$ cat src/rtl/red_pitaya_route_scheduler_if.sv
// Sys-bus slave port of the route scheduler register file.
interface red_pitaya_route_scheduler_if;
  logic [15:0] addr;
  logic        wen;
  logic        ren;
  logic [31:0] wdata;
  logic [31:0] rdata;
  logic        ack;

  modport master (output addr, wen, ren, wdata, input rdata, ack);
  modport slave  (input addr, wen, ren, wdata, output rdata, ack);
endinterface

$ cat src/rtl/red_pitaya_route_scheduler.sv
// Shadow/active DSP routing tables committed atomically on trigger, FORCE or after a delay.
// Optional external trigger path enabled by defining ROUTE_SCHED_EXT_TRIG_EN.
module red_pitaya_route_scheduler #(
  parameter int SLOTS       = 12,
  parameter int LOG_MODULES = 4,
  parameter int CNT_W       = 32
) (
  input  logic                         clk_i,
  input  logic                         rst_i,
  input  logic                         trig_i,
  red_pitaya_route_scheduler_if.slave  bus,
  output logic [SLOTS*LOG_MODULES-1:0] input_select_o,
  output logic [SLOTS*2-1:0]           output_select_o,
  output logic                         commit_o,
  output logic                         busy_o
);

  localparam int         IDX_W   = (SLOTS > 1) ? $clog2(SLOTS) : 1;
  localparam logic [5:0] SLOTS_L = 6'(SLOTS);

  typedef enum logic [1:0] {
    IDLE   = 2'd0,
    ARMED  = 2'd1,
    WAIT   = 2'd2,
    COMMIT = 2'd3
  } state_t;

  state_t                 state_reg;
  logic [CNT_W-1:0]       delay_reg;
  logic [CNT_W-1:0]       cnt_reg;
  logic [1:0]             trig_src_reg;
  logic [15:0]            commit_cnt_reg;
  logic                   commit_reg;
  logic                   busy_reg;
  logic                   ack_reg;
  logic [31:0]            rdata_reg;
  logic [LOG_MODULES-1:0] shadow_in_reg  [SLOTS];
  logic [LOG_MODULES-1:0] active_in_reg  [SLOTS];
  logic [1:0]             shadow_out_reg [SLOTS];
  logic [1:0]             active_out_reg [SLOTS];

  logic             slot_ok;
  logic             in_hit;
  logic             out_hit;
  logic [IDX_W-1:0] slot_idx;
  logic             ctrl_wr;
  logic             arm_cmd;
  logic             force_cmd;
  logic             abort_cmd;
  logic             trig_event;
  logic             go_commit;
  logic [31:0]      rd_mux;

`ifdef ROUTE_SCHED_EXT_TRIG_EN
  localparam bit EXT_TRIG_EN = 1'b1;
  logic trig_prev_reg;

  always_ff @(posedge clk_i) begin
    if (rst_i) trig_prev_reg <= 1'b0;
    else       trig_prev_reg <= trig_i;
  end

  always_comb begin
    case (trig_src_reg)
      2'd1:    trig_event = trig_i && !trig_prev_reg;
      2'd2:    trig_event = !trig_i && trig_prev_reg;
      default: trig_event = 1'b0;
    endcase
  end
`else
  localparam bit EXT_TRIG_EN = 1'b0;
  logic unused_trig;
  assign unused_trig = trig_i;
  assign trig_event  = 1'b0;
`endif

  // Command priority ABORT > FORCE > ARM is resolved here, once.
  always_comb begin
    slot_ok   = (bus.addr[1:0] == 2'b00) && (bus.addr[7:2] < SLOTS_L);
    in_hit    = (bus.addr[15:8] == 8'h01) && slot_ok;
    out_hit   = (bus.addr[15:8] == 8'h02) && slot_ok;
    slot_idx  = bus.addr[2 +: IDX_W];
    ctrl_wr   = bus.wen && (bus.addr == 16'h0000);
    abort_cmd = ctrl_wr && bus.wdata[2];
    force_cmd = ctrl_wr && bus.wdata[1] && !bus.wdata[2];
    arm_cmd   = ctrl_wr && bus.wdata[0] && !bus.wdata[1] && !bus.wdata[2];
    go_commit = !abort_cmd &&
                (force_cmd ||
                 ((state_reg == ARMED) && trig_event && (delay_reg == '0)) ||
                 ((state_reg == WAIT) && (cnt_reg == CNT_W'(1))));
  end

  always_comb begin
    rd_mux = '0;
    case (bus.addr)
      16'h0004: rd_mux = {commit_cnt_reg, 13'd0, 1'b0, state_reg};
      16'h0008: rd_mux = 32'(delay_reg);
      16'h000C: rd_mux = {30'd0, trig_src_reg};
      default: begin
        if (in_hit)       rd_mux = 32'(shadow_in_reg[slot_idx]);
        else if (out_hit) rd_mux = {30'd0, shadow_out_reg[slot_idx]};
      end
    endcase
  end

  always_ff @(posedge clk_i) begin
    if (rst_i) begin
      state_reg      <= IDLE;
      delay_reg      <= '0;
      cnt_reg        <= '0;
      trig_src_reg   <= 2'd0;
      commit_cnt_reg <= 16'd0;
      commit_reg     <= 1'b0;
      busy_reg       <= 1'b0;
      ack_reg        <= 1'b0;
      rdata_reg      <= 32'd0;
      for (int k = 0; k < SLOTS; k++) begin
        shadow_in_reg[k]  <= '1;
        active_in_reg[k]  <= '1;
        shadow_out_reg[k] <= 2'b00;
        active_out_reg[k] <= 2'b00;
      end
    end else begin
      ack_reg   <= bus.wen | bus.ren;
      rdata_reg <= bus.ren ? rd_mux : 32'd0;

      if (bus.wen) begin
        if (bus.addr == 16'h0008)                delay_reg    <= bus.wdata[CNT_W-1:0];
        if (bus.addr == 16'h000C && EXT_TRIG_EN) trig_src_reg <= bus.wdata[1:0];
        if (in_hit)  shadow_in_reg[slot_idx]  <= bus.wdata[LOG_MODULES-1:0];
        if (out_hit) shadow_out_reg[slot_idx] <= bus.wdata[1:0];
      end

      commit_reg <= 1'b0;
      busy_reg   <= 1'b0;
      if (abort_cmd) begin
        state_reg <= IDLE;
      end else if (go_commit) begin
        // Copy reads the pre-write shadow, so a same-cycle shadow write waits for the next commit.
        state_reg      <= COMMIT;
        commit_reg     <= 1'b1;
        commit_cnt_reg <= commit_cnt_reg + 16'd1;
        for (int k = 0; k < SLOTS; k++) begin
          active_in_reg[k]  <= shadow_in_reg[k];
          active_out_reg[k] <= shadow_out_reg[k];
        end
      end else begin
        case (state_reg)
          ARMED: begin
            busy_reg <= 1'b1;
            if (trig_event) begin
              state_reg <= WAIT;
              cnt_reg   <= delay_reg;
            end
          end
          WAIT: begin
            busy_reg <= 1'b1;
            cnt_reg  <= cnt_reg - CNT_W'(1);
          end
          default: begin
            if (arm_cmd) begin
              state_reg <= ARMED;
              busy_reg  <= 1'b1;
            end else begin
              state_reg <= IDLE;
            end
          end
        endcase
      end
    end
  end

  for (genvar gi = 0; gi < SLOTS; gi++) begin : g_pack
    assign input_select_o[gi*LOG_MODULES +: LOG_MODULES] = active_in_reg[gi];
    assign output_select_o[gi*2 +: 2]                    = active_out_reg[gi];
  end

  assign commit_o  = commit_reg;
  assign busy_o    = busy_reg;
  assign bus.rdata = rdata_reg;
  assign bus.ack   = ack_reg;

endmodule

$ cat src/flat_wrapper.sv
// flat-port wrapper written by rule: the top's interface ports become plain ports
module red_pitaya_route_scheduler_flat 
#(
  parameter int SLOTS       = 12,
  parameter int LOG_MODULES = 4,
  parameter int CNT_W       = 32
)
  (clk_i, rst_i, trig_i, input_select_o, output_select_o, commit_o, busy_o, bus_addr, bus_wen, bus_ren, bus_wdata, bus_rdata, bus_ack);
  red_pitaya_route_scheduler_if bus_i ();
  input  logic clk_i;
  input  logic rst_i;
  input  logic trig_i;
  output logic [SLOTS*LOG_MODULES-1:0] input_select_o;
  output logic [SLOTS*2-1:0] output_select_o;
  output logic commit_o;
  output logic busy_o;
  input wire logic [$bits(bus_i.addr)-1:0] bus_addr;
  input wire logic [$bits(bus_i.wen)-1:0] bus_wen;
  input wire logic [$bits(bus_i.ren)-1:0] bus_ren;
  input wire logic [$bits(bus_i.wdata)-1:0] bus_wdata;
  output wire logic [$bits(bus_i.rdata)-1:0] bus_rdata;
  output wire logic [$bits(bus_i.ack)-1:0] bus_ack;
  assign bus_i.addr = bus_addr;
  assign bus_i.wen = bus_wen;
  assign bus_i.ren = bus_ren;
  assign bus_i.wdata = bus_wdata;
  assign bus_rdata = bus_i.rdata;
  assign bus_ack = bus_i.ack;
  red_pitaya_route_scheduler #(.SLOTS(SLOTS), .LOG_MODULES(LOG_MODULES), .CNT_W(CNT_W)) u_core (.clk_i(clk_i), .rst_i(rst_i), .trig_i(trig_i), .bus(bus_i), .input_select_o(input_select_o), .output_select_o(output_select_o), .commit_o(commit_o), .busy_o(busy_o));
endmodule
$ cat config.mk
export PLATFORM = sky130hd
export DESIGN_NAME = red_pitaya_route_scheduler_flat
export DESIGN_NICKNAME = d
export VERILOG_FILES = /design/src/rtl/red_pitaya_route_scheduler_if.sv /design/src/rtl/red_pitaya_route_scheduler.sv /design/src/flat_wrapper.sv
export SDC_FILE = /design/constraint.sdc
export NUM_CORES = 1
export LEC_CHECK = 0
export ABC_AREA = 1
export BUFFER_PORTS_ARGS = -buffer_cell sky130_fd_sc_hd__buf_4
export CELL_PAD_IN_SITES_DETAIL_PLACEMENT = 0
export CELL_PAD_IN_SITES_GLOBAL_PLACEMENT = 1
export CORE_MARGIN = 1
export CORE_UTILIZATION = 44
export CTS_CLUSTER_DIAMETER = 50
export CTS_CLUSTER_SIZE = 14
export DETAILED_ROUTE_END_ITERATION = 6
export PLACE_DENSITY = 0.82
export SYNTH_ARGS = -nofsm -noshare
export SYNTH_HDL_FRONTEND = slang
export SYNTH_SLANG_ARGS = --single-unit
$ cat constraint.sdc
create_clock -name clk_i -period 4.05 [get_ports clk_i]
set_input_delay 0.81 -clock clk_i [delete_from_list [all_inputs] [get_ports clk_i]]
set_output_delay 0.81 -clock clk_i [all_outputs]
set_load 0.05 [all_outputs]
After elaboration in Yosys (flattened, before gate mapping)
Memories as Yosys holds them, arrays and structs flattened. Index checks and enable logic that the tools add are counted.

$add $sub $neg: 2. Order comparisons: 1. Equality and inequality tests: 9. Muxes and demuxes: 52. Bitwise logic cells: 28. Reduce and logical (&&, ||, !) cells: 27.

Operators by type and width (count): 32-bit case mux with 3 select lines (1); 4-bit 2-to-1 mux (15); 16-bit by 4-bit equality test with 1-bit output, second input constant (2); 32-bit by 1-bit equality test with 1-bit output, second input constant (1); 2-bit 2-to-1 mux (16); 32-bit 2-to-1 mux (1); 32-bit by 1-bit subtractor with 32-bit output, second input constant (1); 1-bit bitwise OR (25); 1-bit 2-to-1 mux (19); 16-bit by 1-bit adder with 16-bit output, second input constant (1); 16-bit by 3-bit equality test with 1-bit output, second input constant (1); 16-bit logical NOT (1); 1-bit logical AND (12); 8-bit by 1-bit equality test with 1-bit output, second input constant (1); 8-bit by 2-bit equality test with 1-bit output, second input constant (1); 2-bit OR reduction (4); 6-bit by 4-bit < comparator with 1-bit output, second input constant (1); 2-bit AND reduction (2); 4-bit OR reduction (1); 1-bit logical NOT (3); 1-bit NOT (3); 3-bit AND reduction (1); 3-bit OR reduction (1); 2-bit by 1-bit equality test with 1-bit output, second input constant (1); other kinds (4) (4).

Register bits after elaboration: 117. Memory bits (writable): 144. Input port bits: 53. Output and inout port bits: 107. Logic and storage cells: 131. Memories: 4.

Memory list: u_core.active_in_reg (depth 12, bits a word 4, rd ports 12, clocked after memory_dff 0, wr ports 12, RTL line red_pitaya_route_scheduler.sv:38) `logic [LOG_MODULES-1:0] active_in_reg [SLOTS];`; u_core.shadow_in_reg (depth 12, bits a word 4, rd ports 13, clocked after memory_dff 0, wr ports 12, RTL line red_pitaya_route_scheduler.sv:37) `logic [LOG_MODULES-1:0] shadow_in_reg [SLOTS];`; u_core.active_out_reg (depth 12, bits a word 2, rd ports 12, clocked after memory_dff 0, wr ports 12, RTL line red_pitaya_route_scheduler.sv:40) `logic [1:0] active_out_reg [SLOTS];`; u_core.shadow_out_reg (depth 12, bits a word 2, rd ports 13, clocked after memory_dff 0, wr ports 12, RTL line red_pitaya_route_scheduler.sv:39) `logic [1:0] shadow_out_reg [SLOTS];`.

Longest topological paths before layout
Gate-level depths: netlist of run 1.

Depth after elaboration: 11. Depth in mapped cells: 14.

Worst setup path after synthesis of run 1
OpenSTA, ideal clock, no wires.

Path type: input-to-reg. Start point: input bus_addr[11]. End point: memory u_core.active_in_reg[0][0] (enable). Library setup time: 0.433 ns. Arrival: 3.236 ns. Required time: 3.617 ns. Path slack: 0.381 ns. Cell stages on the path: 9. Path buffers: 0. Cells stage by stage: nor2_1 > nand2_1 > nor2_4 > nand3_2 > nor2_4 > inv_1 > nand2_1 > nand2_1 > nand2_1.

RTL lines: from (decl) (RTL line flat_wrapper.sv:17) `input wire logic [$bits(bus_i.addr)-1:0] bus_addr;`; to (decl) (RTL line red_pitaya_route_scheduler.sv:38).

==> flow_summary.toml, run 1 <==
[cts]
cts_setup_buffers = 0
clk_pin_slew_ns = 0.06
clk_latency_ns = 0.51
hold_buffers = 0
root_buffer = "clkbuf_16"
cts_sinks = 285
cts_tree = "done"
cts_buffers = 34
cts_resized = 0
clock_path_buffers = 3
htree_num_levels = 2

[timing]
fin_crit_ns = 2.894
skew_ns = 0.02615
max_slew_margin_pct = 30.96
slew_violations = 0
worst_slack_ns = 1.156
final_hold_viol_count = 0
setup_tns_ns = 0
setup_viol_count_final = 0
rsz0062_at_grt = "false"
period_share_pct = 71.46
tightest_slew_ns = 1.034
fmax_ghz = 0.3455

[floorplan]
core_area_mm2 = 0.02816
die_w_um = 172.3
die_y_um = 172.3
num_rows = 61
io_pins = 160
start_util_pct = 45.33
dieArea_mm2 = 0.02970

[worst_setup_path]
cpPeakStageDelay_ns = 0.42
cp-start-kind = "primary input"
crit_required_ns = 4.29
path_buf_inv = 3
worstPathArrival_ns = 3.14
critPathSlowestCell = "nand2_4"
end_kind = "flip-flop"
path_max_fanout = 55
worstSetupPathType = "in2reg"
cpMostUsedCell = "nand2_1"
path_cells = "buf_4 > nor2_1 > nand2_1 > nor2_4 > nand2_1 > inv_2 > nand3_1 > nand2_1 > nand2_4 > buf_4"
critical-path-top-delay-family = "simple AND/OR/NAND/NOR gates"

[yosys]
yosys-top-cells-count = "nand2_1 (388), nor2_1 (178), edfxtp_1 (168)"
synthTopCellsByArea = "edfxtp_1 (40%), dfxtp_1 (18%), nand2_1 (11%)"
async_reset_ff_share_pct = 0
synth-edff-count = 168
ys_ff_latch = 285
syn_avg_cell_area_um2 = 8.662
synthCells = 1474
ys_warn_count = 0
synth_most_common_cell = "nand2_1"
synth_cell_type_count = 42
yosys.area.top_type = "edfxtp_1"
ys_seq_area_share_pct = 57.86
synth_top_area_share_pct = 39.51
syn_area_mm2 = 0.01277
synth_ff_type = "edfxtp_1"

[power_and_ir_drop]
netSwitchingFraction_pct = 23.09
combPwrFrac_pct = 5.2
p_per_area_mw_per_mm2 = 416.7
sequentialPowerShare_pct = 49.2
switching_power_w = 0.001484
p_leak_nw = 6.228
vdd_ir_drop_max_v = 0.0002856
internal_power_w = 0.004941
clockPowerShare_pct = 45.6

[global_route]
gr-total-overflow = 0
antenna_found_initial = 0
grt_start_max_net_pins = 65
grt_pass1_vias = 9445
grt_pass1_wl_um = 49240
grt_usage_pct = 21.43

[final_layout]
final_layout_size_suffix_gt1_share_pct = 17.38
antenna_cells = 0
final-seq-area_mm2 = 0.007387
multi_input_area_mm2 = 0.004531
area_growth_pct = 20.77
fillers = 2611
finish.utilization_pct = 54.75
fin_nets = 1706
largest_reg_flops = 64

[routing]
drcViolationCount = 0
drtAntennaViolNets = 0
vias_per_cell = 4.873
drt_iter0_drc = 670
vias = 9999
wl_per_cell_um = 15.19
drt-total-wl_um = 31160
firstDrtPassIters = 5

[flow_run]
drv_cap = 0

[place]
dp_hpwl_um = 21740
gp_congestion = 0.8774
io_buffers = 158
pre_cts_slack_ns = 0.6125

[status]
outcome = "finished, final reports clean"

[worst_hold_path]
hp-class = "reg2reg"
path summary, 6_finish.rpt:
check	startpoint	end	slack [ns]	cells after the start
worst min-delay path	u_core.delay_reg[2]	u_core.delay_reg[2]	0.44	2
worst max register to register	u_core.state_reg[0]	u_core.active_out_reg[0][18]	1.39	10
worst min register to register	u_core.delay_reg[2]	u_core.delay_reg[2]	0.44	2
worst max-delay path	bus_addr[11]	u_core.active_out_reg[0][22]	1.16	10
kinds of logic (layout without fill, tap and decap cells):
group                    after synthesis  in the layout  share of synthesized area (%)
AO/OA/AOI/OAI                        178            178                          7.174
buffers and inverters                225            402                          7.389
AND/OR/NAND/NOR                      756            756                          25.44
adder cells (fa/ha/maj)                4              4                         0.3920
XOR/XNOR                              25             25                          1.715
other                                  1             24                        0.02937
flip-flops                           285            285                          57.86
worst min-delay path, stage by stage, from the launching register on:
cell     delay, ns
dfxtp_1       0.31
inv_1         0.05
a21oi_1       0.05
power by group through the flow:
stage          Sequential [W]  Clock [W]  Combinational, W
2_1_floorplan         0.00326          0          0.000153
3_3_place_gp          0.00322          0          0.000331
3_5_place_dp          0.00322          0          0.000334
4_1_cts               0.00316    0.00299          0.000336
5_1_grt               0.00316    0.00310          0.000367
6_report              0.00316    0.00293          0.000337
cell type report:
type / instances / share of cell area [%]
inverter: 167 / 4.090
tap: 378 / 3.067
clock inverter: 16 / 0.8196
clock buffer: 45 / 6.257
sequential: 285 / 47.91
timing repair buffer: 174 / 8.472
multi-input combinational: 987 / 29.38
metal layers:
metal / share of wire, % / vias to the layer above / global-route usage [%]
li1: - / 5102 / -
met1: 46 / 4546 / 29.34
met3: 8.1 / 36 / 5.081
met4: 1.7 / 0 / 5.694
met2: 45 / 315 / 33.91
met5: 0 / - / 0
placed cells by master (no fill, tap or decap), types with 21 or more instances in the layout:
cell type	netlist	layout
inv_1	152	151
nor2_2	25	25
nand2_1	388	387
clkbuf_16	0	36
dfxtp_1	117	117
buf_4	3	174
o21ai_0	57	57
nor3_1	21	21
a21oi_1	105	105
conb_1	1	24
nand3_1	84	84
edfxtp_1	168	168
nor2_1	178	178
per-stage QoR:
step	hold slack, ns	instance area, µm²	std cells	power (W)
floorplan	0.4237	12850	1497	0.003414
global placement	0.4321	14330	1991	0.003552
detailed placement	0.4362	14330	1991	0.003556
CTS	0.4459	15420	2052	0.006480
global route	0.4611	15420	2052	0.006628
finish	0.4431	15420	2052	0.006424
Power figures use the tool's default switching activity.
==> run 2, diff against run 1 <==
--- a/config.mk
+++ b/config.mk
@@ -5,16 +5,16 @@
 export SDC_FILE = /design/constraint.sdc
 export NUM_CORES = 1
 export LEC_CHECK = 0
-export ABC_AREA = 1
+export ABC_AREA = 0
 export BUFFER_PORTS_ARGS = -buffer_cell sky130_fd_sc_hd__buf_4
 export CELL_PAD_IN_SITES_DETAIL_PLACEMENT = 0
 export CELL_PAD_IN_SITES_GLOBAL_PLACEMENT = 1
 export CORE_MARGIN = 1
-export CORE_UTILIZATION = 44
+export CORE_UTILIZATION = 42
 export CTS_CLUSTER_DIAMETER = 50
 export CTS_CLUSTER_SIZE = 14
 export DETAILED_ROUTE_END_ITERATION = 6
-export PLACE_DENSITY = 0.82
+export PLACE_DENSITY = 0.78
 export SYNTH_ARGS = -nofsm -noshare
 export SYNTH_HDL_FRONTEND = slang
 export SYNTH_SLANG_ARGS = --single-unit
==> constraint.sdc (replaced) <==
create_clock -name clk_i -period 2.63 [get_ports clk_i]
set_input_delay 0.526 -clock clk_i [delete_from_list [all_inputs] [get_ports clk_i]]
set_output_delay 0.526 -clock clk_i [all_outputs]
set_load 0.05 [all_outputs]
==> run 2 against run 1 <==
- the run now ends with setup timing left
- first-iteration DRC count decreased by 9.3%
- power grew 51%
- largest power group unchanged
- utilization increased by 2.4 points
- final area rose by 3.2%
==> flow_summary.toml, run 2 <==
[power_and_ir_drop]
p_per_area_mw_per_mm2 = 609.2
sequentialPowerShare_pct = 50.5
clockPowerShare_pct = 43.0
switching_power_w = 0.002234
netSwitchingFraction_pct = 23.05
internal_power_w = 0.007459
vdd_ir_drop_max_v = 0.0004958
p_leak_nw = 5.696
combPwrFrac_pct = 6.5

[cts]
clk_latency_ns = 0.57
root_buffer = "clkbuf_16"
clock_path_buffers = 3
cts_sinks = 285
htree_num_levels = 1
cts_buffers = 30
clk_pin_slew_ns = 0.07
cts_tree = "done"

[yosys]
synth_most_common_cell = "edfxtp_1"
synth_top_area_share_pct = 42.35
async_reset_ff_share_pct = 0
synth_cell_type_count = 59
synthTopCellsByArea = "edfxtp_1 (42%), dfxtp_1 (20%), or3_1 (5.5%)"
synth_ff_type = "edfxtp_1"
synth-edff-count = 168
ys_ff_latch = 285
yosys.area.top_type = "edfxtp_1"
ys_seq_area_share_pct = 62.02
yosys-top-cells-count = "edfxtp_1 (168), dfxtp_1 (117), or3_1 (104)"
syn_avg_cell_area_um2 = 11.70
synthCells = 1018
syn_area_mm2 = 0.01191
ys_warn_count = 0

[timing]
setup_viol_count_final = 128
setup_tns_ns = -11.63
rsz0062_at_grt = "true"
max_slew_margin_pct = 51.42
holdWs_ns = 0.2037
worst_slack_ns = -0.1677
slew_violations = 0
period_share_pct = 106.4
fin_crit_ns = 2.798
fmax_ghz = 0.3574
tightest_slew_ns = 0.7287
final_hold_viol_count = 0
skew_ns = 0.02250

[routing]
wl_per_cell_um = 17.55
drt_iter0_drc = 608
drcViolationCount = 0
drt-total-wl_um = 29530
firstDrtPassIters = 5
drtAntennaViolNets = 0
vias_per_cell = 5.301
vias = 8922

[global_route]
grt_start_max_net_pins = 125
antenna_found_initial = 0
gr-total-overflow = 0
grt_pass1_wl_um = 43940
grt_usage_pct = 19.39
grt_pass1_vias = 8353

[worst_setup_path]
crit_required_ns = 3.05
worstRegToRegCells = 10
cp-start-kind = "flip-flop"
reg2reg_from = "u_core.cnt_reg[23]"
path_max_fanout = 6
worstSetupPathType = "reg2reg"
worstPathArrival_ns = 3.22
reg2reg_setup_slack_ns = -0.17
end_kind = "flip-flop"
rr_endpoint = "u_core.cnt_reg[31]"

[floorplan]
num_rows = 61
die_w_um = 170.4
die_y_um = 170.4
start_util_pct = 42.76
core_area_mm2 = 0.02786
io_pins = 160
dieArea_mm2 = 0.02904

[place]
gp_congestion = 0.8246
io_buffers = 158
place_inst = 1611
dp_hpwl_um = 19910

[final_layout]
area_growth_pct = 33.57
antenna_cells = 0
layout_commonest_cell = "buf_4"
final_layout_size_suffix_gt1_share_pct = 32.49
final_cells = 1683
final_cell_mix = "buf_4 (260), edfxtp_1 (168), dfxtp_1 (114)"
largest_reg_flops = 64
fin_nets = 1343

[status]
failed_checks = "setup timing"
outcome = "finished, violations left"

[worst_hold_path]
hold_depth = 3
min-delay-start = "bus_wdata[5]"
hp-class = "in2reg"
min_to = "u_core.delay_reg[5]"

[flow_run]
drv_cap = 0
==> run 2: worst max-delay path by stage <==
stage | end | slack (ns) | from | cells after the start
after floorplan | u_core.commit_cnt_reg[11] | -0.37 | u_core.cnt_reg[21] | 9
after CTS | u_core.commit_cnt_reg[11] | -0.15 | u_core.cnt_reg[23] | 6
after detailed placement | u_core.cnt_reg[1] | -0.30 | bus_addr[11] | 7
final | u_core.cnt_reg[31] | -0.17 | u_core.cnt_reg[23] | 10
after global routing | u_core.cnt_reg[31] | -0.21 | u_core.cnt_reg[23] | 10
after global placement | u_core.cnt_reg[1] | -0.28 | bus_addr[11] | 7
==> run 2: per-layer routing <==
| metal | global-route usage (%) | up-vias | routed length [µm] |
|---|---|---|---|
| met5 | 0 | - | 0 |
| li1 | - | 4276 | - |
| met4 | 5.092 | 0 | 682 |
| met3 | 3.651 | 51 | 1795 |
| met2 | 33.50 | 257 | 14770 |
| met1 | 24.90 | 4338 | 12280 |
==> run 2: cell families (layout without fill, tap and decap cells) <==
| family | Yosys count | after routing | synth area share, % |
|---|---|---|---|
| AO/OA/AOI/OAI | 148 | 148 | 8.025 |
| XOR/XNOR | 22 | 22 | 1.618 |
| adder cells (fa/ha/maj) | 4 | 4 | 0.4202 |
| buffers and inverters | 89 | 351 | 2.941 |
| flip-flops | 285 | 285 | 62.02 |
| multiplexers | 28 | 28 | 5.084 |
| other | 1 | 24 | 0.03148 |
| AND/OR/NAND/NOR | 441 | 443 | 19.86 |
==> run 2: final cells by class <==
type,count,area (µm²)
clock inverters,18,187.7
repair buffers,289,2494
inverters,11,41.29
fillers,2338,11950
flip-flops and latches,285,7391
multi-input cells,669,4539
well taps,378,473.0
clock buffers,33,784.5
==> run 2: worst max-delay path, cell delays in order, from the launching register on <==
cell	delay (ns)
dfxtp_2	0.32
or4_4	0.53
or4_4	0.44
or4b_4	0.56
buf_4	0.17
buf_6	0.11
nand4_1	0.08
buf_6	0.14
clkbuf_16	0.14
or4_1	0.11
a21oi_1	0.06
==> run 2: what timing repair did <==
item / in CTS / in global routing
pin swaps: 2 / 15
hold endpoints to repair: 0 / 0
resized for setup: 16 / 20
hold buffers: 0 / 0
endpoints found under the setup margin: 133 / 158
buffers inserted: 2 / 6
gates cloned: 0 / 13
==> run 2: stage by stage <==
stage | cell area, µm² | setup WS [ns] | power, W | utilization [%]
2_1_floorplan | 12170 | -0.3747 | 0.005307 | -
3_3_place_gp | 14450 | -0.2812 | 0.005578 | 51.87
3_5_place_dp | 14450 | -0.3030 | 0.005590 | 51.87
4_1_cts | 15510 | -0.1532 | 0.009736 | 55.69
5_1_grt | 15910 | -0.2130 | 0.009986 | 57.11
6_report | 15910 | -0.1677 | 0.009693 | 57.11
==> run 2: power groups by stage <==
stage | registers [W] | logic [W] | clock network [W]
2_1_floorplan | 0.00507 | 0.000237 | 0
3_3_place_gp | 0.00498 | 0.000596 | 0
3_5_place_dp | 0.00499 | 0.000605 | 0
4_1_cts | 0.00489 | 0.000608 | 0.00424
5_1_grt | 0.00490 | 0.000668 | 0.00442
6_report | 0.00489 | 0.000632 | 0.00417
